===== config.mk =====
export PLATFORM = sky130hd
export DESIGN_NAME = if_fetch_stage
export DESIGN_NICKNAME = d
export VERILOG_FILES = /design/src/rtl/if_fetch_stage.sv
export SDC_FILE = /design/constraint.sdc
export NUM_CORES = 1
export LEC_CHECK = 0
export CORE_MARGIN = 2
export CORE_UTILIZATION = 42
export CTS_CLUSTER_SIZE = 25
export DETAILED_ROUTE_END_ITERATION = 12
export PLACE_DENSITY = 0.68
export SKIP_CTS_REPAIR_TIMING = 1
export SYNTH_ARGS = -nofsm -noshare
export SYNTH_HDL_FRONTEND = slang
export SYNTH_SLANG_ARGS = --single-unit

===== constraint.sdc =====
create_clock -name clk -period 3.1 [get_ports clk]
set_input_delay 0.62 -clock clk [delete_from_list [all_inputs] [get_ports clk]]
set_output_delay 0.62 -clock clk [all_outputs]
set_load 0.005 [all_outputs]

===== src/rtl/if_fetch_stage.sv =====
// Fetch stage and IF/ID register: PC generation, imem valid/ready requests, response FIFO, redirect/stall/flush.
// Optional IF_FETCH_BYPASS_EN: a response that finds the FIFO empty loads IF/ID directly, saving one cycle.
module if_fetch_stage #(
  parameter int unsigned     XLEN      = 32,
  parameter logic [XLEN-1:0] RESET_PC  = '0,
  parameter int unsigned     BUF_DEPTH = 2
) (
  input  logic            clk,
  input  logic            reset,
  output logic            imem_req_valid,
  input  logic            imem_req_ready,
  output logic [XLEN-1:0] imem_req_addr,
  input  logic            imem_rsp_valid,
  input  logic [XLEN-1:0] imem_rsp_data,
  input  logic            redirect_valid,
  input  logic [XLEN-1:0] redirect_pc,
  input  logic            stall_d,
  input  logic            flush_d,
  output logic [XLEN-1:0] instr_d,
  output logic [XLEN-1:0] pc_d,
  output logic [XLEN-1:0] pc_plus4_d,
  output logic            valid_d,
  output logic [6:0]      op_d,
  output logic [2:0]      funct3_d,
  output logic            funct7_5_d
);

  localparam int unsigned     PTR_W  = $clog2(BUF_DEPTH);
  localparam int unsigned     CNT_W  = $clog2(BUF_DEPTH + 1);
  localparam logic [XLEN-1:0] NOP    = XLEN'(32'h0000_0013);
  localparam logic [XLEN-1:0] PC_INC = XLEN'(4);

  typedef enum logic [1:0] {S_IDLE, S_REQ, S_WAIT, S_DROP} state_e;

  state_e            state_q, state_d;
  logic [XLEN-1:0]   pc_f_q, pc_f_d;
  logic [XLEN-1:0]   pc_req_q, pc_req_d;
  logic [XLEN-1:0]   buf_instr_q [BUF_DEPTH];
  logic [XLEN-1:0]   buf_instr_d [BUF_DEPTH];
  logic [XLEN-1:0]   buf_pc_q    [BUF_DEPTH];
  logic [XLEN-1:0]   buf_pc_d    [BUF_DEPTH];
  logic [PTR_W-1:0]  wr_ptr_q, wr_ptr_d;
  logic [PTR_W-1:0]  rd_ptr_q, rd_ptr_d;
  logic [CNT_W-1:0]  count_q, count_d;
  logic              ifid_valid_q, ifid_valid_d;
  logic [XLEN-1:0]   ifid_instr_q, ifid_instr_d;
  logic [XLEN-1:0]   ifid_pc_q, ifid_pc_d;
  logic [XLEN-1:0]   ifid_pc4_q, ifid_pc4_d;

  logic req_valid_c;
  logic rsp_take_c;
  logic bypass_ok_c;
  logic bypass_c;
  logic push_c;
  logic pop_c;

`ifdef IF_FETCH_BYPASS_EN
  assign bypass_ok_c = (count_q == '0) && !stall_d && !flush_d;
`else
  assign bypass_ok_c = 1'b0;
`endif

  // Fetch FSM: one outstanding request; redirect overrides everything.
  always_comb begin
    state_d     = state_q;
    pc_f_d      = pc_f_q;
    pc_req_d    = pc_req_q;
    req_valid_c = 1'b0;
    rsp_take_c  = 1'b0;
    case (state_q)
      S_IDLE: state_d = S_REQ;
      S_REQ: begin
        req_valid_c = (count_q < CNT_W'(BUF_DEPTH)) && !redirect_valid;
        if (req_valid_c && imem_req_ready) begin
          pc_req_d = pc_f_q;
          pc_f_d   = pc_f_q + PC_INC;
          state_d  = S_WAIT;
        end
      end
      S_WAIT: begin
        if (imem_rsp_valid) begin
          state_d    = S_REQ;
          rsp_take_c = !redirect_valid;
        end else if (redirect_valid) begin
          state_d = S_DROP;
        end
      end
      S_DROP: if (imem_rsp_valid) state_d = S_REQ;
      default: state_d = S_IDLE;
    endcase
    if (redirect_valid) begin
      pc_f_d = redirect_pc;
      if (state_q == S_IDLE || state_q == S_REQ) state_d = S_REQ;
    end
  end

  assign bypass_c       = rsp_take_c && bypass_ok_c;
  assign push_c         = rsp_take_c && !bypass_ok_c;
  assign pop_c          = !redirect_valid && !flush_d && !stall_d && !bypass_c && (count_q != '0);
  assign imem_req_valid = req_valid_c && !reset;
  assign imem_req_addr  = pc_f_q;

  // Response FIFO; a redirect empties it.
  always_comb begin
    buf_instr_d = buf_instr_q;
    buf_pc_d    = buf_pc_q;
    wr_ptr_d    = wr_ptr_q;
    rd_ptr_d    = rd_ptr_q;
    count_d     = count_q + CNT_W'(push_c) - CNT_W'(pop_c);
    if (push_c) begin
      buf_instr_d[wr_ptr_q] = imem_rsp_data;
      buf_pc_d[wr_ptr_q]    = pc_req_q;
      wr_ptr_d              = wr_ptr_q + PTR_W'(1);
    end
    if (pop_c) rd_ptr_d = rd_ptr_q + PTR_W'(1);
    if (redirect_valid) begin
      wr_ptr_d = '0;
      rd_ptr_d = '0;
      count_d  = '0;
    end
  end

  // IF/ID register: kill > stall > load (bypass or FIFO head) > bubble.
  always_comb begin
    ifid_valid_d = ifid_valid_q;
    ifid_instr_d = ifid_instr_q;
    ifid_pc_d    = ifid_pc_q;
    ifid_pc4_d   = ifid_pc4_q;
    if (redirect_valid || flush_d) begin
      ifid_valid_d = 1'b0;
      ifid_instr_d = NOP;
    end else if (stall_d) begin
      ifid_valid_d = ifid_valid_q;
    end else if (bypass_c) begin
      ifid_valid_d = 1'b1;
      ifid_instr_d = imem_rsp_data;
      ifid_pc_d    = pc_req_q;
      ifid_pc4_d   = pc_req_q + PC_INC;
    end else if (pop_c) begin
      ifid_valid_d = 1'b1;
      ifid_instr_d = buf_instr_q[rd_ptr_q];
      ifid_pc_d    = buf_pc_q[rd_ptr_q];
      ifid_pc4_d   = buf_pc_q[rd_ptr_q] + PC_INC;
    end else begin
      ifid_valid_d = 1'b0;
      ifid_instr_d = NOP;
    end
  end

  always_ff @(posedge clk) begin
    if (reset) begin
      state_q      <= S_IDLE;
      pc_f_q       <= RESET_PC;
      pc_req_q     <= '0;
      buf_instr_q  <= '{default: '0};
      buf_pc_q     <= '{default: '0};
      wr_ptr_q     <= '0;
      rd_ptr_q     <= '0;
      count_q      <= '0;
      ifid_valid_q <= 1'b0;
      ifid_instr_q <= NOP;
      ifid_pc_q    <= '0;
      ifid_pc4_q   <= PC_INC;
    end else begin
      state_q      <= state_d;
      pc_f_q       <= pc_f_d;
      pc_req_q     <= pc_req_d;
      buf_instr_q  <= buf_instr_d;
      buf_pc_q     <= buf_pc_d;
      wr_ptr_q     <= wr_ptr_d;
      rd_ptr_q     <= rd_ptr_d;
      count_q      <= count_d;
      ifid_valid_q <= ifid_valid_d;
      ifid_instr_q <= ifid_instr_d;
      ifid_pc_q    <= ifid_pc_d;
      ifid_pc4_q   <= ifid_pc4_d;
    end
  end

  assign valid_d    = ifid_valid_q;
  assign instr_d    = ifid_instr_q;
  assign pc_d       = ifid_pc_q;
  assign pc_plus4_d = ifid_pc4_q;
  assign op_d       = ifid_instr_q[6:0];
  assign funct3_d   = ifid_instr_q[14:12];
  assign funct7_5_d = ifid_instr_q[30];

endmodule


==> impl_metrics.tcl, run 1 <==
set metrics [dict create \
    rows 62 \
    leakage_nw 5.05 \
    nFillCells 2699 \
    slowest_delay_ns 0.59 \
    synth_top_cell_area_share 0.474 \
    p_total_mw 8.44 \
    rsz0062_at_grt "no" \
    num_vias 11100 \
    io_pins 212 \
    die-area_mm2 0.0309 \
    cts-root-buf "clkbuf_16" \
    fin_nets 1771 \
    synth_largest_area_cell "dfxtp_1" \
    post-route-util 0.551 \
    netlist_instances 1544 \
    netlist_area_mm2 0.0124 \
    pre_cts_ws_ns 0.289 \
    ir_drop_uv 306 \
    critPathKind "in -> out" \
    postPlaceCellArea_mm2 0.0147 \
    setup_ws_ns 0.433 \
    synth_seq_area_share 0.474 \
    antenna_found_initial 2 \
    wire_per_inst_um 16.1 \
    firstDrtPassIters 5 \
    cts_buffers 35 \
    arrival_ns 2.05 \
    hold_start "buf_instr_q[33]" \
    tns_ns 0 \
    areaGrowthSynthToFinish_pct 28.5 \
    crit_chain "clkdlybuf4s50_1, buf_4, nor3_1, clkdlybuf4s50_1" \
    ys.flop_type "dfxtp_1" \
    cts_buffer_depth 3 \
    slew_headroom 0.215 \
    insertion_delay_ns 0.52 \
    fin_crit_sh 0.860 \
    grt_max_degree 113 \
    vias_per_cell 5.28 \
    synth_edf_count 0 \
    yosys-top-cells-area "dfxtp_1, nand2_1, a21oi_1" \
    maxSlewViolCount 0 \
    cp-startpoint "redirect_valid" \
    layout_commonest_cell "nand2_1" \
    start_kind "input port" \
    holdCritPathClass "reg -> reg" \
    drc_errors 0 \
    finalHoldViolations 0 \
    outcome "finished clean" \
    setup_violations 0 \
    drv_cap 0 \
    drt_iter0_drc 966 \
    r2r_setup_slack_ns 0.50 \
    synth_nets 1619 \
    initial_core_util 0.429 \
    ant_nets 0 \
    path_buf_inv 3 \
    ys_types 58 \
    routed_wl_um 34000 \
    grt_overflow 0 \
    path_max_fanout 19 \
    die_h_um 176 \
    dp.cells 2043 \
    holdWs_ns 0.451 \
    r2r-end "pc_plus4_d[22]" \
    synth_seq_cells 293 \
    tightest_slew_ns 1.18 \
    cts_sinks 293 \
    required_ns 2.48 \
    io_buffers 211 \
    fin_area_mm2 0.0159 \
    instances_no_fill 2104 \
    cts.htree.levels 2 \
    crit_slowest_cell "clkdlybuf4s50_1" \
    clk_pin_slew_ns 0.06 \
    most-common-layout-cells "nand2_1, dfxtp_1, a21oi_1, clkdlybuf4s50_1, nor2_1" \
    worstSetupEndpointType "primary output" \
    fp.coreArea_mm2 0.0289 \
    dp_hpwl_um 22700 \
    gp_congestion 0.805 \
    r2r_cells 6 \
    critPathTopFamily "buffers and inverters" \
    fmax_mhz 375 \
    clock_skew_ns 0.0221 \
    cts_tree "yes" \
    grt_pass1_wl_um 54300 \
    yosys_warnings 0 \
    hold_end "buf_instr_q[33]" \
    hold_depth 2 \
    critPathMostFrequentCell "clkdlybuf4s50_1" \
    r2r-start "rd_ptr_q" \
    syn_area_per_cell_um2 8.02 \
    drive_gt1_frac 0.0640 \
    track_usage 0.215 \
    async_flop_share 0 \
    die_x_um 176 \
    grt_pass1_vias 10200 \
    finalCriticalPeriod_ns 2.67 \
    powerDensity_mw_per_mm2 531 \
]
[state kept, by name (all words and copies together), names as in the netlist]
| register | flops |
|---|---|
| pc_d | 32 |
| valid_d | 1 |
| instr_d | 32 |
| rd_ptr_q | 1 |
| imem_req_addr | 32 |
| pc_plus4_d | 30 |
| count_q | 2 |
| wr_ptr_q | 1 |
| pc_req_q | 32 |
| buf_pc_q | 64 |
| buf_instr_q | 64 |
| state_q | 2 |
[where the power goes]
part | total, mW | switching (mW) | internal, mW | leakage, nW
Sequential | 3.86 | 0.0589 | 3.81 | 2.37
Combinational | 0.360 | 0.178 | 0.181 | 2.08
Clock | 4.22 | 1.58 | 2.64 | 0.593
Total | 8.44 | 1.82 | 6.62 | 5.05
[worst max-delay path by stage]
stage,endpoint,slack [ns],cells after the start
floorplan,count_q[1],0.22,13
finish,imem_req_valid,0.43,4
CTS,imem_req_valid,0.42,4
global placement,pc_plus4_d[28],0.33,7
detailed placement,pc_plus4_d[28],0.29,7
global route,pc_plus4_d[22],0.29,6
[cell families after synthesis]
| group | Yosys count | synth area share |
|---|---|---|
| buffers and inverters | 140 | 0.0497 |
| adder cells (fa/ha/maj) | 4 | 0.00404 |
| flip-flops | 293 | 0.474 |
| AND/OR/NAND/NOR | 673 | 0.235 |
| multiplexers | 66 | 0.0540 |
| XOR/XNOR | 41 | 0.0290 |
| AO/OA/AOI/OAI | 327 | 0.155 |
[layout make-up]
cell class	count	area [um^2]	share of cell area
multi-input cells	1111	5920	0.372
flip-flops and latches	293	5870	0.369
repair buffers	241	2380	0.149
clock buffers	47	1050	0.0663
well taps	384	480	0.0302
clock inverters	13	154	0.00967
inverters	14	52.6	0.00330
diodes	1	2.50	0.000157
[cells in the mapped netlist, types with 5 or more instances]
| cell | instances |
|---|---|
| o22ai_1 | 11 |
| and3_1 | 10 |
| xnor2_1 | 36 |
| clkbuf_1 | 87 |
| or3_1 | 5 |
| buf_4 | 16 |
| a22oi_1 | 6 |
| nand3_1 | 47 |
| dfxtp_1 | 293 |
| nor3_1 | 20 |
| nand3b_1 | 13 |
| nand4_1 | 18 |
| xor2_1 | 5 |
| nand2_1 | 389 |
| mux2_2 | 6 |
| a21oi_1 | 210 |
| inv_1 | 12 |
| and4_1 | 5 |
| o21ai_0 | 13 |
| nor4_1 | 16 |
| nor2_1 | 130 |
| buf_2 | 18 |
| a211oi_1 | 53 |
| mux2i_1 | 60 |
[tightest hold or removal path: stages, from the launching register on]
cell and delay [ns]:
dfxtp_1 0.30, nand2_1 0.05, a21oi_1 0.05
[layer usage]
metal | part of all wire | up-vias | track usage
li1 | - | 5609 | -
met1 | 0.49 | 5142 | 0.320
met2 | 0.42 | 316 | 0.320
met3 | 0.065 | 43 | 0.0409
met4 | 0.017 | 2 | 0.0513
met5 | 0.00038 | - | 0
Note: power is estimated with default switching activity, not from simulation.
==> run 2, diff against run 1 <==
--- a/config.mk
+++ b/config.mk
@@ -6,11 +6,12 @@
 export NUM_CORES = 1
 export LEC_CHECK = 0
 export CORE_MARGIN = 2
-export CORE_UTILIZATION = 42
+export CORE_UTILIZATION = 53
 export CTS_CLUSTER_SIZE = 25
 export DETAILED_ROUTE_END_ITERATION = 12
-export PLACE_DENSITY = 0.68
+export PLACE_DENSITY_LB_ADDON = 0.15
 export SKIP_CTS_REPAIR_TIMING = 1
+export SLEW_MARGIN = 10
 export SYNTH_ARGS = -nofsm -noshare
 export SYNTH_HDL_FRONTEND = slang
 export SYNTH_SLANG_ARGS = --single-unit
==> run 2 against run 1 <==
Net effect:
- clock power down 11%
- design area fell by 1.2%
- total power decreased by 5.3%
- critical path type unchanged
- cell count fell by 3.4%
==> impl_metrics.tcl, run 2 (synthesized netlist as in run 1, its figures left out) <==
set metrics [dict create \
    reg_top3 "buf_instr_q: 64 flops, buf_pc_q: 64 flops" \
    rsz0062_at_grt "no" \
    finalCriticalPeriod_ns 2.70 \
    io_buffers 211 \
    fin_nets 1770 \
    grt_util_met3 0.0468 \
    fin_crit_sh 0.872 \
    start_kind "input port" \
    gp_congestion 0.856 \
    clk_pin_slew_ns 0.06 \
    drive_gt1_frac 0.0605 \
    holdCritPathClass "reg -> reg" \
    initial_core_util 0.544 \
    worstSetupEndpointType "primary output" \
    hold_depth 2 \
    p_total_mw 8.00 \
    grt_pass1_vias 10200 \
    critPathKind "in -> out" \
    track_usage 0.258 \
    cts_buffer_depth 3 \
    seqPwrFrac 0.483 \
    dp_hpwl_um 21700 \
    firstDrtPassIters 5 \
    layout_commonest_cell "nand2_1" \
    r2r_cells 6 \
    routed_wl_um 32600 \
    holdWs_ns 0.444 \
    fp.coreArea_mm2 0.0228 \
    drv_cap 0 \
    grt_max_degree 152 \
    tns_ns 0 \
    io_pins 212 \
    powerDensity_mw_per_mm2 509 \
    antenna_found_initial 2 \
    pwr-share-clk 0.472 \
    required_ns 2.48 \
    finalHoldViolations 0 \
    intPower_mw 6.29 \
    grt_overflow 0 \
    setup_violations 0 \
    cts_sinks 293 \
    tightest_slew_ns 1.21 \
    p_sw_frac 0.213 \
    num_vias 11200 \
    leakage_nw 4.99 \
    drc_errors 0 \
    top_usage_layer "met2" \
    maxSlewViolCount 0 \
    cts.htree.levels 1 \
    cts-root-buf "clkbuf_16" \
    drt_iter0_drc 835 \
    most-common-layout-cells "nand2_1, dfxtp_1, a21oi_1, clkdlybuf4s50_1, nor2_1" \
    grt_pass1_wl_um 52200 \
    vias_per_cell 5.52 \
    cts_buffers 30 \
    p_comb_frac 0.045 \
    wire_per_inst_um 16.0 \
    outcome "finished clean" \
    die_h_um 157 \
    setup_ws_ns 0.395 \
    ant_nets 0 \
    met1_usage 0.384 \
    grtUsageMet2 0.386 \
    areaGrowthSynthToFinish_pct 27.0 \
    ir_drop_uv 395 \
    clock_skew_ns 0.00761 \
    cts_tree "yes" \
    path_max_fanout 19 \
    slew_headroom 0.196 \
    rows 55 \
    insertion_delay_ns 0.55 \
    fmax_mhz 370 \
    nFillCells 1863 \
    arrival_ns 2.08 \
    die_x_um 157 \
    p_sw_mw 1.71 \
    pre_cts_ws_ns 0.301 \
    die-area_mm2 0.0246 \
]
==> run 2: cell type report <==
class,instances,area (um^2),share of cell area
clock buffers,45,887,0.0564
multi-input cells,1111,5920,0.377
clock inverters,10,166,0.0106
inverters,14,52.6,0.00334
well taps,313,392,0.0249
repair buffers,245,2430,0.155
flip-flops and latches,293,5870,0.373
diodes,1,2.50,0.000159
==> run 2: path summary, 6_finish.rpt <==
| kind | start | endpoint | slack (ns) |
|---|---|---|---|
| min reg2reg | pc_plus4_d[2] | pc_plus4_d[2] | 0.44 |
| max reg2reg | rd_ptr_q | pc_plus4_d[22] | 0.54 |
| max | redirect_valid | imem_req_valid | 0.40 |
| min | pc_plus4_d[2] | pc_plus4_d[2] | 0.44 |
==> run 2: worst max-delay path, cell delays in order <==
cell and delay, ns:
clkdlybuf4s50_1 0.43, buf_4 0.22, nor3_1 0.23, clkdlybuf4s50_1 0.58
==> run 2: routing by layer <==
metal / vias to the layer above / routed length, um
met3: 43 / 2610
met2: 418 / 14000
met1: 5176 / 15400
met5: - / 0
li1: 5580 / -
met4: 0 / 571
==> run 2: through the flow <==
step           cell area [um^2]  utilization  std cells
6_report                  15700        0.690       2032
5_1_grt                   15700        0.690       2031
4_1_cts                   15700        0.690       2031
3_5_place_dp              14700        0.644       1976
3_3_place_gp              14700        0.644       1976
2_1_floorplan             12400            -       1544
==> run 2: power groups by stage <==
stage	clock (mW)	sequential, mW	combinational [mW]
final	3.77	3.86	0.363
after global routing	3.97	3.86	0.394
after CTS	3.82	3.86	0.363
after detailed placement	0	3.94	0.360
after global placement	0	3.94	0.357
after floorplan	0	3.93	0.161
==> run 3, diff against run 2 <==
--- a/config.mk
+++ b/config.mk
@@ -9,9 +9,12 @@
 export CORE_UTILIZATION = 53
 export CTS_CLUSTER_SIZE = 25
 export DETAILED_ROUTE_END_ITERATION = 12
+export MAX_ROUTING_LAYER = met4
 export PLACE_DENSITY_LB_ADDON = 0.15
+export REMOVE_ABC_BUFFERS = 1
 export SKIP_CTS_REPAIR_TIMING = 1
 export SLEW_MARGIN = 10
 export SYNTH_ARGS = -nofsm -noshare
 export SYNTH_HDL_FRONTEND = slang
 export SYNTH_SLANG_ARGS = --single-unit
+export TNS_END_PERCENT = 30
==> run 3 against run 2 <==
Net effect:
- cell count about the same
- critical endpoint unchanged
- largest cell class unchanged
- core utilization decreased by 0.28 points
- clock power decreased by 6.6%
- count of clock-buffer cells in the layout unchanged
- design area decreased by 0.41%
- hold slack improved by 0.0063 ns
- combinational power increased by 2%
- largest power group unchanged
- sequential cell count unchanged
- total power decreased by 3.1%
- non-clock buffer count increased by 1
==> impl_metrics.tcl, run 3 (synthesized netlist as in run 1, its figures left out) <==
set metrics [dict create \
    leakage_nw 4.97 \
    wire_per_inst_um 16.7 \
    slowest_delay_ns 0.54 \
    crit_chain "clkdlybuf4s50_1, buf_4, nor3_1, clkdlybuf4s50_1" \
    most-common-layout-cells "nand2_1, dfxtp_1, a21oi_1, clkdlybuf4s50_1, nor2_1" \
    io_pins 212 \
    holdCritPathClass "reg -> reg" \
    reg_top3 "buf_instr_q: 64 flops, buf_pc_q: 64 flops" \
    required_ns 2.48 \
    die_h_um 157 \
    maxSlewViolCount 0 \
    outcome "finished clean" \
    cts_tree "yes" \
    drive_gt1_frac 0.0589 \
    grt_pass1_wl_um 53600 \
    nFillCells 1907 \
    powerDensity_mw_per_mm2 495 \
    cts_buffer_depth 3 \
    setup_ws_ns 0.406 \
    fp.coreArea_mm2 0.0228 \
    firstDrtPassIters 7 \
    post-route-util 0.688 \
    drt_iter0_drc 906 \
    worstSetupEndpointType "primary output" \
    drv_cap 0 \
    critPathMostFrequentCell "clkdlybuf4s50_1" \
    slew_headroom 0.240 \
    antenna_found_initial 5 \
    r2r_setup_slack_ns 0.60 \
    tightest_slew_ns 1.14 \
    die-area_mm2 0.0246 \
    rows 55 \
    hold_depth 2 \
    hold_end "pc_plus4_d[2]" \
    instances_no_fill 2034 \
    arrival_ns 2.07 \
    crit_slowest_cell "clkdlybuf4s50_1" \
    ant_nets 0 \
    r2r-end "pc_plus4_d[25]" \
    rsz0062_at_grt "no" \
    path_max_fanout 19 \
    fin_nets 1771 \
    setup_violations 0 \
    insertion_delay_ns 0.55 \
    dp.cells 1977 \
    critPathKind "in -> out" \
    hold_start "pc_plus4_d[2]" \
    vias_per_cell 5.62 \
    grt_pass1_vias 10700 \
    fin_crit_sh 0.869 \
    drc_errors 0 \
    cts.htree.levels 1 \
    clk_pin_slew_ns 0.06 \
    cts_buffers 30 \
    ir_drop_uv 395 \
    clock_skew_ns 0.0106 \
    start_kind "input port" \
    cts-root-buf "clkbuf_16" \
    cts_sinks 293 \
    grt_max_degree 170 \
    die_x_um 157 \
    fmax_mhz 371 \
    gp_congestion 0.844 \
    fin_area_mm2 0.0157 \
    pre_cts_ws_ns 0.221 \
    r2r-start "rd_ptr_q" \
    r2r_cells 5 \
    num_vias 11400 \
    dp_hpwl_um 22200 \
    areaGrowthSynthToFinish_pct 26.5 \
    routed_wl_um 33900 \
    track_usage 0.275 \
    io_buffers 211 \
    grt_overflow 0 \
    finalCriticalPeriod_ns 2.69 \
    layout_commonest_cell "nand2_1" \
    finalHoldViolations 0 \
    postPlaceCellArea_mm2 0.0147 \
    initial_core_util 0.544 \
]
run 3: changes by cell type in the layout (fill, tap and decap cells not counted), sizes merged:
cell / previous run / this run
buf: 35 / 36
bufinv: 4 / 1
clkinvlp: 2 / 0
diode: 1 / 6
inv: 13 / 14
run 3: critical path: cells and delay by family:
family                 cells  cell delay, ns
AND/OR/NAND/NOR            1            0.24
buffers and inverters      3            1.22
run 3: how the worst max path moves through the flow:
stage	endpoint	slack [ns]	start
after floorplan	pc_plus4_d[22]	-1.66	rd_ptr_q
after global placement	pc_d[4]	0.27	stall_d
after detailed placement	pc_d[9]	0.22	stall_d
after CTS	imem_req_valid	0.42	redirect_valid
after global routing	imem_req_valid	0.35	redirect_valid
final	imem_req_valid	0.41	redirect_valid
run 3: per-layer routing:
metal	routed length (um)	vias up	track usage	part of all wire
met3	2480	67	0.0443	0.073
met2	16000	409	0.448	0.47
met1	14500	5376	0.350	0.43
li1	-	5586	-	-
met4	954	0	0.0865	0.028
met5	0	-	-	0
run 3: area by class of cell:
type,instances,area [um^2],share of cell area
repair buffers,246,2450,0.157
inverters,14,52.6,0.00336
well taps,313,392,0.0250
flip-flops and latches,293,5870,0.375
diodes,6,15.0,0.000959
clock inverters,6,58.8,0.00376
multi-input cells,1111,5920,0.378
clock buffers,45,898,0.0574
run 3: stage by stage:
step,setup TNS [ns],power (mW),hold slack [ns]
floorplan,-91.41,4.03,0.427
global route,0,7.98,0.465
global placement,0,4.31,0.438
CTS,0,7.79,0.454
detailed placement,0,4.31,0.442
finish,0,7.75,0.450
run 3: power by group:
group	leakage (nW)	internal (mW)	switching [mW]
logic	2.13	0.184	0.188
clock network	0.475	2.06	1.45
registers	2.37	3.80	0.0580
total	4.97	6.05	1.70
